[src/rtl/fetch_pkg.sv]
// Shared definitions for the instruction-fetch stage.
package fetch_pkg;

    typedef enum logic [1:0] {
        ST_RUN    = 2'd0,
        ST_WAIT   = 2'd1,
        ST_HALTED = 2'd2
    } state_e;

    localparam logic [15:0] NOP_INSTR_DEF = 16'h0800;
    localparam logic [15:0] RESET_PC_DEF  = 16'h0000;

endpackage : fetch_pkg

[src/rtl/fetch_if.sv]
// Instruction-memory request/response bus between fetch and imem.
interface fetch_if;
    logic        imem_req;
    logic [15:0] imem_addr;
    logic [15:0] imem_data;
    logic        imem_ready;

    modport master (
        output imem_req,
        output imem_addr,
        input  imem_data,
        input  imem_ready
    );

    modport slave (
        input  imem_req,
        input  imem_addr,
        output imem_data,
        output imem_ready
    );
endinterface : fetch_if

[src/rtl/fetch_pc_reg.sv]
// Program-counter register: synchronous reset to RST_VAL, loads d_i when load_i is high.
module fetch_pc_reg #(
    parameter int               WIDTH   = 16,
    parameter logic [WIDTH-1:0] RST_VAL = '0
) (
    input  logic             clk,
    input  logic             rst,
    input  logic             load_i,
    input  logic [WIDTH-1:0] d_i,
    output logic [WIDTH-1:0] q_o
);
    logic [WIDTH-1:0] pc_q;

    // PC storage with synchronous reset and load enable
    always_ff @(posedge clk) begin
        if (rst) begin
            pc_q <= RST_VAL;
        end else if (load_i) begin
            pc_q <= d_i;
        end
    end

    assign q_o = pc_q;
endmodule : fetch_pc_reg

[src/rtl/fetch.sv]
// Instruction-fetch stage: owns the PC, requests imem, presents instr to decode.
//
// state     | meaning
// ----------+-----------------------------------------------------------
// ST_RUN    | issuing a fetch at pc (faults immediately if pc is odd)
// ST_WAIT   | memory not ready yet; re-requesting same pc, counting stalls
// ST_HALTED | stopped by HALT or error; only rst leaves this state
module fetch
    import fetch_pkg::*;
#(
    parameter logic [15:0] RESET_PC  = RESET_PC_DEF,
    parameter int          WAIT_MAX  = 8,
    parameter logic [15:0] NOP_INSTR = NOP_INSTR_DEF
) (
    input  logic        clk,
    input  logic        rst,
    fetch_if.master     imem,
    input  logic        redirect_i,
    input  logic [15:0] redirect_pc_i,
    input  logic        halt_in_i,
    output logic [15:0] pc_o,
    output logic [15:0] pc_plus2_o,
    output logic [15:0] instr_o,
    output logic        instr_valid_o,
    output logic        halted_o,
    output logic        err_o
);
    localparam int CW = $clog2(WAIT_MAX + 1);

    state_e          state_q, state_d;
    logic [CW-1:0]   wait_cnt_q, wait_cnt_d;
    logic            halted_q, halted_d;
    logic            err_q, err_d;
    logic            pc_load;
    logic [15:0]     pc_q, pc_d, pc_plus2;
    logic            req, valid;

    fetch_pc_reg #(
        .WIDTH   (16),
        .RST_VAL (RESET_PC)
    ) u_pc_reg (
        .clk    (clk),
        .rst    (rst),
        .load_i (pc_load),
        .d_i    (pc_d),
        .q_o    (pc_q)
    );

    assign pc_plus2 = pc_q + 16'd2;

    // Next-state, stall counter, next-PC selection and combinational outputs
    always_comb begin
        state_d    = state_q;
        wait_cnt_d = wait_cnt_q;
        halted_d   = halted_q;
        err_d      = err_q;
        pc_load    = 1'b0;
        pc_d       = pc_plus2;
        req        = 1'b0;
        valid      = 1'b0;

        if (!rst) begin
            unique case (state_q)
                ST_RUN: begin
                    if (pc_q[0]) begin
                        err_d    = 1'b1;
                        halted_d = 1'b1;
                        state_d  = ST_HALTED;
                    end else begin
                        req = 1'b1;
                        if (imem.imem_ready) begin
                            valid = 1'b1;
                        end else begin
                            wait_cnt_d = CW'(1);
                            state_d    = ST_WAIT;
                        end
                    end
                end
                ST_WAIT: begin
                    req = 1'b1;
                    if (imem.imem_ready) begin
                        valid      = 1'b1;
                        wait_cnt_d = '0;
                        state_d    = ST_RUN;
                    end else if (wait_cnt_q == CW'(WAIT_MAX)) begin
                        err_d    = 1'b1;
                        halted_d = 1'b1;
                        state_d  = ST_HALTED;
                    end else begin
                        wait_cnt_d = wait_cnt_q + CW'(1);
                    end
                end
                ST_HALTED: begin
                    state_d = ST_HALTED;
                end
                default: begin
                    state_d = ST_HALTED;
                end
            endcase

            // HALT wins over redirect; both only matter on a real fetch
            if (valid) begin
                if (halt_in_i) begin
                    halted_d = 1'b1;
                    state_d  = ST_HALTED;
                end else begin
                    pc_load = 1'b1;
                    pc_d    = redirect_i ? redirect_pc_i : pc_plus2;
                end
            end
        end
    end

    // FSM state, stall counter and sticky flags
    always_ff @(posedge clk) begin
        if (rst) begin
            state_q    <= ST_RUN;
            wait_cnt_q <= '0;
            halted_q   <= 1'b0;
            err_q      <= 1'b0;
        end else begin
            state_q    <= state_d;
            wait_cnt_q <= wait_cnt_d;
            halted_q   <= halted_d;
            err_q      <= err_d;
        end
    end

    assign imem.imem_req  = req;
    assign imem.imem_addr = pc_q;
    assign pc_o           = pc_q;
    assign pc_plus2_o     = pc_plus2;
    assign instr_o        = valid ? imem.imem_data : NOP_INSTR;
    assign instr_valid_o  = valid;
    assign halted_o       = halted_q;
    assign err_o          = err_q;
endmodule : fetch

[src/flat_wrapper.sv]
// flat-port wrapper written by rule: the top's interface ports become plain ports
module fetch_flat import fetch_pkg::*;
#(
    parameter logic [15:0] RESET_PC  = RESET_PC_DEF,
    parameter int          WAIT_MAX  = 8,
    parameter logic [15:0] NOP_INSTR = NOP_INSTR_DEF
)
  (clk, rst, redirect_i, redirect_pc_i, halt_in_i, pc_o, pc_plus2_o, instr_o, instr_valid_o, halted_o, err_o, imem_imem_req, imem_imem_addr, imem_imem_data, imem_imem_ready);
  fetch_if imem_i ();
  input  logic clk;
  input  logic rst;
  input  logic redirect_i;
  input  logic [15:0] redirect_pc_i;
  input  logic halt_in_i;
  output logic [15:0] pc_o;
  output logic [15:0] pc_plus2_o;
  output logic [15:0] instr_o;
  output logic instr_valid_o;
  output logic halted_o;
  output logic err_o;
  output wire logic [$bits(imem_i.imem_req)-1:0] imem_imem_req;
  output wire logic [$bits(imem_i.imem_addr)-1:0] imem_imem_addr;
  input wire logic [$bits(imem_i.imem_data)-1:0] imem_imem_data;
  input wire logic [$bits(imem_i.imem_ready)-1:0] imem_imem_ready;
  assign imem_imem_req = imem_i.imem_req;
  assign imem_imem_addr = imem_i.imem_addr;
  assign imem_i.imem_data = imem_imem_data;
  assign imem_i.imem_ready = imem_imem_ready;
  fetch #(.RESET_PC(RESET_PC), .WAIT_MAX(WAIT_MAX), .NOP_INSTR(NOP_INSTR)) u_core (.clk(clk), .rst(rst), .imem(imem_i), .redirect_i(redirect_i), .redirect_pc_i(redirect_pc_i), .halt_in_i(halt_in_i), .pc_o(pc_o), .pc_plus2_o(pc_plus2_o), .instr_o(instr_o), .instr_valid_o(instr_valid_o), .halted_o(halted_o), .err_o(err_o));
endmodule
[config.mk]
export PLATFORM = sky130hd
export DESIGN_NAME = fetch_flat
export DESIGN_NICKNAME = d
export VERILOG_FILES = /design/src/rtl/fetch_pkg.sv /design/src/rtl/fetch_if.sv /design/src/rtl/fetch_pc_reg.sv /design/src/rtl/fetch.sv /design/src/flat_wrapper.sv
export SDC_FILE = /design/constraint.sdc
export NUM_CORES = 1
export LEC_CHECK = 0
export CORE_UTILIZATION = 39
export DETAILED_ROUTE_END_ITERATION = 6
export GPL_TIMING_DRIVEN = 0
export PLACE_DENSITY_LB_ADDON = 0.15
export REMOVE_ABC_BUFFERS = 1
export SETUP_SLACK_MARGIN = 0.5
export SLEW_MARGIN = 30
export SYNTH_ARGS = -nofsm -noshare
export SYNTH_HDL_FRONTEND = slang
export SYNTH_SLANG_ARGS = --single-unit
[constraint.sdc]
create_clock -name clk -period 2.3 [get_ports clk]
set_clock_uncertainty 0.2 [all_clocks]
set_input_delay 0.46 -clock clk [delete_from_list [all_inputs] [get_ports clk]]
set_output_delay 0.46 -clock clk [all_outputs]
set_load 0.01 [all_outputs]
==> metrics.md, run 1 <==
| Metric | Value |
|---|---|
| Clock Tree Root | `clkbuf_8` |
| Number of top-level design ports | `between 100 and 150` |
| Min-delay worst type | `reg2reg` |
| Max Root-Sink Buffers | `2` |
| Setup violations, final | `15` |
| Crit path to | `pc_plus2_o[15]` |
| Max-Cap Viols | `0` |
| P per Cell Area | `312 nW/um2` |
| Starting density of the core | `41.5%` |
| Min-Delay Path Depth | `2` |
| Final Hold Fails | `0` |
| Drt first pass iters | `7` |
| Cell Area, Synth | `1860 um2` |
| Gr usage total | `a little under a third` |
| Post-synthesis sequential area ratio | `roughly 26%` |
| Clock Latency Late Sink | `~0.27 ns` |
| TritonCTS clock tree | `yes` |
| CP required | `between 1.5 and 2 ns` |
| Final net count | `~430` |
| Diodes inserted | `0` |
| Final Util | `89.8%` |
| Worst R2R Start | `u_core.u_pc_reg.q_o[2]` |
| Final ANT Viol Nets | `0` |
| Status | `finished with violations` |
| Vias in the first global route | `around 2,500` |
| Crit-path slowest cell | `or4_4` |
| Layout cells sized above 1 | `a little under three fifths` |
| Die Y | `between 70 and 80 um` |
| EDFF count, synth | `0` |
| Startpoint types | `register` |
| Core footprint | `4470 um2` |
| Synth unique cells | `52` |
| R2R cell count | `12` |
| Residual DRC count | `8` |
| H-tree depth | `1` |
| Final setup margin | `-0.168 ns` |
| Synth area leader | `dfxtp_1` |
| VDD IR max | `approximately 0.43 mV` |
| Synth warnings | `0` |
| Crit path time final | `about 2.5 ns` |
| GRT overflow | `0` |
| GPL Wtd Cong | `slightly above 0.8` |
| Die width | `about 71 um` |
| Hold_buf cts | `0` |
| Period utilization | `107%` |
| Reg-to-reg slack, setup | `about 0.060 ns` |
| Failing checks | `DRC, setup timing` |
| Post-synth top area share | `approximately a quarter` |
| DP Worst Slack | `-1.32 ns` |
| Vias per inst | `roughly 6.3` |
| Post-synthesis async set-or-reset flop share | `0%` |
| Critical Path Start | `u_core.u_pc_reg.q_o[3]` |
| Synth Area per Inst | `7.84 um2` |
| Post-Syn Instances | `roughly 240` |
| Critical Path Fanout Max | `4` |
| Routed Wire Length | `10,200 um` |
| Drt initial violations | `232` |
| Crit end category | `primary output` |
| Capturing point of the worst reg2reg path | `u_core.u_pc_reg.q_o[13]` |
| Area Overhead vs Synth | `116%` |
| Total die area | `~5000 um2` |
| Final Max Slew Viols | `0` |
| Vias | `roughly 2,800` |
| Clk sinks | `24` |
| Clock-pin slew on the worst setup and hold paths | `approximately 0.090 ns` |
| Ys flop type | `dfxtp_1` |
| CTS Buf Count | `3` |
| WS Path Type | `reg2out` |
| Crit-path max cell delay | `between 0.4 and 0.5 ns` |
| Achievable Freq | `just over 400 MHz` |
| Most frequent cells in the layout | `49 x buf_6, 41 x buf_4, 32 x clkdlybuf4s50_1, 26 x dlygate4sd2_1, 18 x buf_2` |
| P_leak | `approximately 1.8 nW` |
| Unrepaired setup endpoints after global routing | `yes` |
| Relative slew slack | `approximately two thirds` |
| First-pass GRT wire length | `between 10,000 and 15,000 um` |
| Row count | `24` |
| Area contributors post-synth | `dfxtp_1 26%, buf_4 6.9%, and3_1 5.7%` |
| # port buffers | `104` |
| Synth Register Bits | `24` |
| Antenna violations before repair | `0` |
| Avg WL per Cell | `between 20 and 25 um` |
| Worst Path Arrival | `1.81 ns` |
| Crit path cell chain | `nand4_1, buf_4, or4_4, xnor2_2, buf_2` |
| Largest net degree at the start of global routing | `30` |
| Final HPWL DP | `4010 um` |
| Most common cell after layout, fill and taps aside | `buf_6` |
| Worst Tran Pin Value | `around 0.49 ns` |
-- report_power, final --
part	total, W	internal [W]	switching, W
Clock	0.000388	0.000233	0.000155
Sequential	0.000430	0.000415	0.0000158
Combinational	0.000434	0.000234	0.000199
-- registers in the layout, indices dropped and copies added, names as in the netlist --
signal / flops
u_core.state_q: 2
u_core.halted_o: 1
u_core.u_pc_reg.q_o: 16
u_core.err_o: 1
u_core.wait_cnt_q: 4
-- critical path: cells and delay by family, from the launching register on --
kind,cells,cell delay [ns]
simple gates,2,0.64
flops,1,0.39
buf+inv,2,0.35
xor+xnor,1,0.15
-- timing repair --
item,CTS,global route
setup endpoints to repair,92,53
gates resized for setup,292,89
pin swaps,33,32
setup buffers,56,21
gates cloned,2,1
-- through the flow --
stage / std cells / TNS [ns] / power, W / hold WS, ns / area [um2]
6_report: 445 / -0.829 / 0.00125 / 0.333 / 4020
5_1_grt: 445 / -1.68 / 0.00129 / 0.339 / 4020
4_1_cts: 423 / -0.364 / 0.00114 / 0.267 / 3560
3_5_place_dp: 361 / -45.00 / 0.000708 / 0.248 / 2780
3_3_place_gp: 361 / -57.29 / 0.000701 / 0.241 / 2760
2_1_floorplan: 205 / -3.15 / 0.000548 / 0.268 / 1650
-- final cells by class --
type | count | area (um2)
multi-input cells | 168 | 1580
well taps | 52 | 65.1
clock inverters | 1 | 30.0
fillers | 176 | 457
flip-flops and latches | 24 | 543
inverters | 14 | 52.6
clock buffers | 3 | 41.3
repair buffers | 183 | 1700
-- logic make-up (layout without fill, tap and decap cells) --
logic type | after synthesis | count (layout) | synth area share (%)
fa+ha+maj | 3 | 3 | 2.02
flops | 24 | 24 | 25.9
buf+inv | 46 | 201 | 13.9
simple gates | 85 | 86 | 28.0
compound gates | 65 | 65 | 23.4
mux | 3 | 3 | 1.62
xor+xnor | 11 | 11 | 5.19
-- worst min-delay path by stage --
stage | start | endpoint
final | u_core.wait_cnt_q[1] | u_core.wait_cnt_q[1]
after global routing | u_core.halted_o | u_core.halted_o
after CTS | u_core.halted_o | u_core.halted_o
after detailed placement | u_core.halted_o | u_core.halted_o
after global placement | u_core.halted_o | u_core.halted_o
after floorplan | u_core.wait_cnt_q[3] | u_core.wait_cnt_q[3]
-- Yosys cell counts, types with 4 or more instances --
cell / n
dfxtp_1: 24
o21ai_0: 19
and3_1: 17
buf_4: 17
a21oi_1: 15
inv_1: 13
nand3_1: 12
nand2_1: 10
xnor2_1: 9
clkbuf_1: 7
nor3_1: 7
buf_2: 6
a211oi_1: 5
o32ai_1: 5
and2_1: 4
nand4_1: 4
nor2_1: 4
-- routing by layer --
metal | GRT usage (%) | up-vias | part of all wire (%)
li1 | - | 1185 | -
met1 | 37.8 | 1349 | 36
met2 | 53.0 | 228 | 50
met3 | 5.84 | 54 | 8.8
met4 | 10.4 | 0 | 4.5
met5 | 0 | - | 0
(Power assumes the default switching activity.)
==> inputs of run 2 (changes only) <==
--- a/config.mk
+++ b/config.mk
@@ -5,7 +5,8 @@
 export SDC_FILE = /design/constraint.sdc
 export NUM_CORES = 1
 export LEC_CHECK = 0
-export CORE_UTILIZATION = 39
+export CORE_UTILIZATION = 40
+export CTS_BUF_LIST = sky130_fd_sc_hd__clkbuf_8
 export DETAILED_ROUTE_END_ITERATION = 6
 export GPL_TIMING_DRIVEN = 0
 export PLACE_DENSITY_LB_ADDON = 0.15
==> metrics.md, run 2 (synthesis results as in run 1) <==
| Metric | Value |
|---|---|
| Final net count | `431 (was 434)` |
| # port buffers | `104 (unchanged)` |
| Status | `finished with violations (unchanged)` |
| Worst path top cell family by delay | `simple AND/OR/NAND/NOR gates (unchanged)` |
| Startpoint types | `register (unchanged)` |
| Unrepaired setup endpoints after global routing | `yes (unchanged)` |
| Final Hold Fails | `0 (unchanged)` |
| VDD IR max | `0.245 mV (was 0.426 mV)` |
| Vias | `2,683 (was 2,816)` |
| Clk sinks | `24 (unchanged)` |
| Dpl cell area | `2790 um2 (was 2780 um2)` |
| CP required | `1.64 ns (about the same)` |
| Residual DRC count | `0 (was 8)` |
| Clock Tree Root | `clkbuf_8 (unchanged)` |
| Worst Path Arrival | `1.71 ns (was 1.81 ns)` |
| Drt first pass iters | `5 (was 7)` |
| First-pass GRT wire length | `12,000 um (was 12,200 um)` |
| Max Root-Sink Buffers | `2 (unchanged)` |
| Largest net degree at the start of global routing | `30 (unchanged)` |
| Max FFs per register | `16 (unchanged)` |
| Met3 Wirelength | `597 um (was 894 um)` |
| Period utilization | `103% (was 107%)` |
| Achievable Freq | `422 MHz (was 405 MHz)` |
| Row count | `24 (unchanged)` |
| Most frequent cells in the layout | `50 x buf_6, 47 x buf_4, 32 x clkdlybuf4s50_1, 26 x dlygate4sd2_1 (was 49 x buf_6, 41 x buf_4, 32 x clkdlybuf4s50_1, 26 x dlygate4sd2_1, 18 x buf_2)` |
| Post-route cell area | `3860 um2 (was 4020 um2)` |
| Failing checks | `setup timing (was DRC, setup timing)` |
| GPL Wtd Cong | `0.807 (was 0.824)` |
| Crit path cell chain | `buf_4, nand2_4, or4_4, xnor2_2, buf_2 (was nand4_1, buf_4, or4_4, xnor2_2, buf_2)` |
| Number of top-level design ports | `105 (unchanged)` |
| Sequential standard cell area | `543 um2 (unchanged)` |
| Core footprint | `4410 um2 (was 4470 um2)` |
| Avg WL per Cell | `21.6 um (was 22.9 um)` |
| Layout cells sized above 1 | `55.0% (was 56.5%)` |
| DR top layer | `met4 (unchanged)` |
| Final Util | `87.5% (was 89.8%)` |
| TritonCTS clock tree | `yes (unchanged)` |
| Gr usage total | `30.5% (about the same)` |
| Routed Wire Length | `9540 um (was 10,200 um)` |
| Crit path time final | `2.37 ns (was 2.47 ns)` |
| Crit-path max cell delay | `0.53 ns (was 0.46 ns)` |
| Most common cell after layout, fill and taps aside | `buf_6 (unchanged)` |
| Crit end category | `primary output (unchanged)` |
| Final HPWL DP | `4150 um (was 4010 um)` |
| Worst Tran Pin Value | `0.426 ns (was 0.489 ns)` |
| Relative slew slack | `71.6% (was 67.2%)` |
| CTS Buf Count | `3 (unchanged)` |
| Multi-input logic area | `1540 um2 (was 1580 um2)` |
| Vias per inst | `6.08 (was 6.33)` |
| Vias in the first global route | `2,433 (was 2,457)` |
| P_leak | `1.78 nW (was 1.84 nW)` |
| Drt initial violations | `305 (was 232)` |
| Die width | `70.2 um (was 71.0 um)` |
| Starting density of the core | `42.1% (was 41.5%)` |
| WS Path Type | `reg2out (unchanged)` |
| Min-delay worst type | `reg2reg (unchanged)` |
| DP Worst Slack | `-1.38 ns (was -1.32 ns)` |
| Setup TNS | `-0.286 ns (was -0.829 ns)` |
| Max-Cap Viols | `0 (unchanged)` |
| Antenna violations before repair | `0 (unchanged)` |
| Clock-pin slew on the worst setup and hold paths | `0.09 ns (about the same)` |
| Final ANT Viol Nets | `0 (unchanged)` |
| H-tree depth | `1 (unchanged)` |
| Total die area | `4920 um2 (was 5040 um2)` |
| P per Cell Area | `293 nW/um2 (was 312 nW/um2)` |
| Crit-path slowest cell | `or4_4 (unchanged)` |
| Area Overhead vs Synth | `108% (was 116%)` |
| Die Y | `70.2 um (was 71.0 um)` |
| CP bufs+invs | `2 (unchanged)` |
| Final Max Slew Viols | `0 (unchanged)` |
| Setup violations, final | `9 (was 15)` |
| GRT overflow | `0 (unchanged)` |
| Filler cells | `209 (was 176)` |
| Metal2 WL | `5130 um (was 5120 um)` |
| Diodes inserted | `0 (unchanged)` |
| M1 WL | `3460 um (was 3720 um)` |
| Final setup margin | `-0.0710 ns (was -0.168 ns)` |
| Critical Path Fanout Max | `6 (was 4)` |
| Clock Latency Late Sink | `0.27 ns (about the same)` |
## run 2: cell types whose count changed in the layout (fill, tap and decap cells not counted), sizes merged
| cell | change |
|---|---|
| buf | +2 |
| bufinv | -1 |
| clkbuf | -1 |
| clkdlybuf4s15 | -3 |
| or4 | -1 |
## run 2: what timing repair did
action                     4_1_cts  5_1_grt
setup buffers                   44       30
gates resized for setup        283       90
setup endpoints to repair       92       55
pin swaps                       30       31
cloned                           2        0
hold buffers                     0        0
## run 2: final timing paths
kind                                             start                      end  slack (ns)  depth (start not counted)
worst min register to register    u_core.wait_cnt_q[0]     u_core.wait_cnt_q[0]        0.29                          2
worst min-delay path              u_core.wait_cnt_q[0]     u_core.wait_cnt_q[0]        0.29                          2
worst max-delay path            u_core.u_pc_reg.q_o[2]           pc_plus2_o[14]       -0.07                          5
worst max register to register  u_core.u_pc_reg.q_o[0]  u_core.u_pc_reg.q_o[14]        0.22                          7
## run 2: layout make-up
cell class | count | area share (%)
Multi-Input combinational cell | 167 | 39.7
Sequential cell | 24 | 14.1
Timing Repair Buffer | 181 | 42.1
Inverter | 14 | 1.36
Clock buffer | 3 | 1.07
Tap cell | 52 | 1.68
## run 2: worst reg2reg max path: cells and delay by family, from the launching register on
kind | cells | cell delay [ns]
flops | 1 | 0.36
compound gates | 2 | 0.42
simple gates | 2 | 0.65
buf+inv | 3 | 0.40
## run 2: power by group
part / internal (W) / switching (W) / leakage [nW]
clock: 0.000118 / 0.000150 / 0.0216
combinational: 0.000238 / 0.000197 / 1.55
sequential: 0.000415 / 0.0000138 / 0.209
## run 2: per-layer routing
layer / vias up / global-route usage (%)
met5: - / 0
met4: 0 / 11.3
met3: 44 / 6.93
met2: 165 / 55.9
met1: 1303 / 33.9
li1: 1171 / -
## run 2: through the flow
step | std cells | total power [W] | hold slack [ns]
floorplan | 205 | 0.000548 | 0.268
global placement | 361 | 0.000702 | 0.248
detailed placement | 362 | 0.000711 | 0.251
CTS | 411 | 0.00101 | 0.266
global route | 441 | 0.00116 | 0.307
finish | 441 | 0.00113 | 0.288
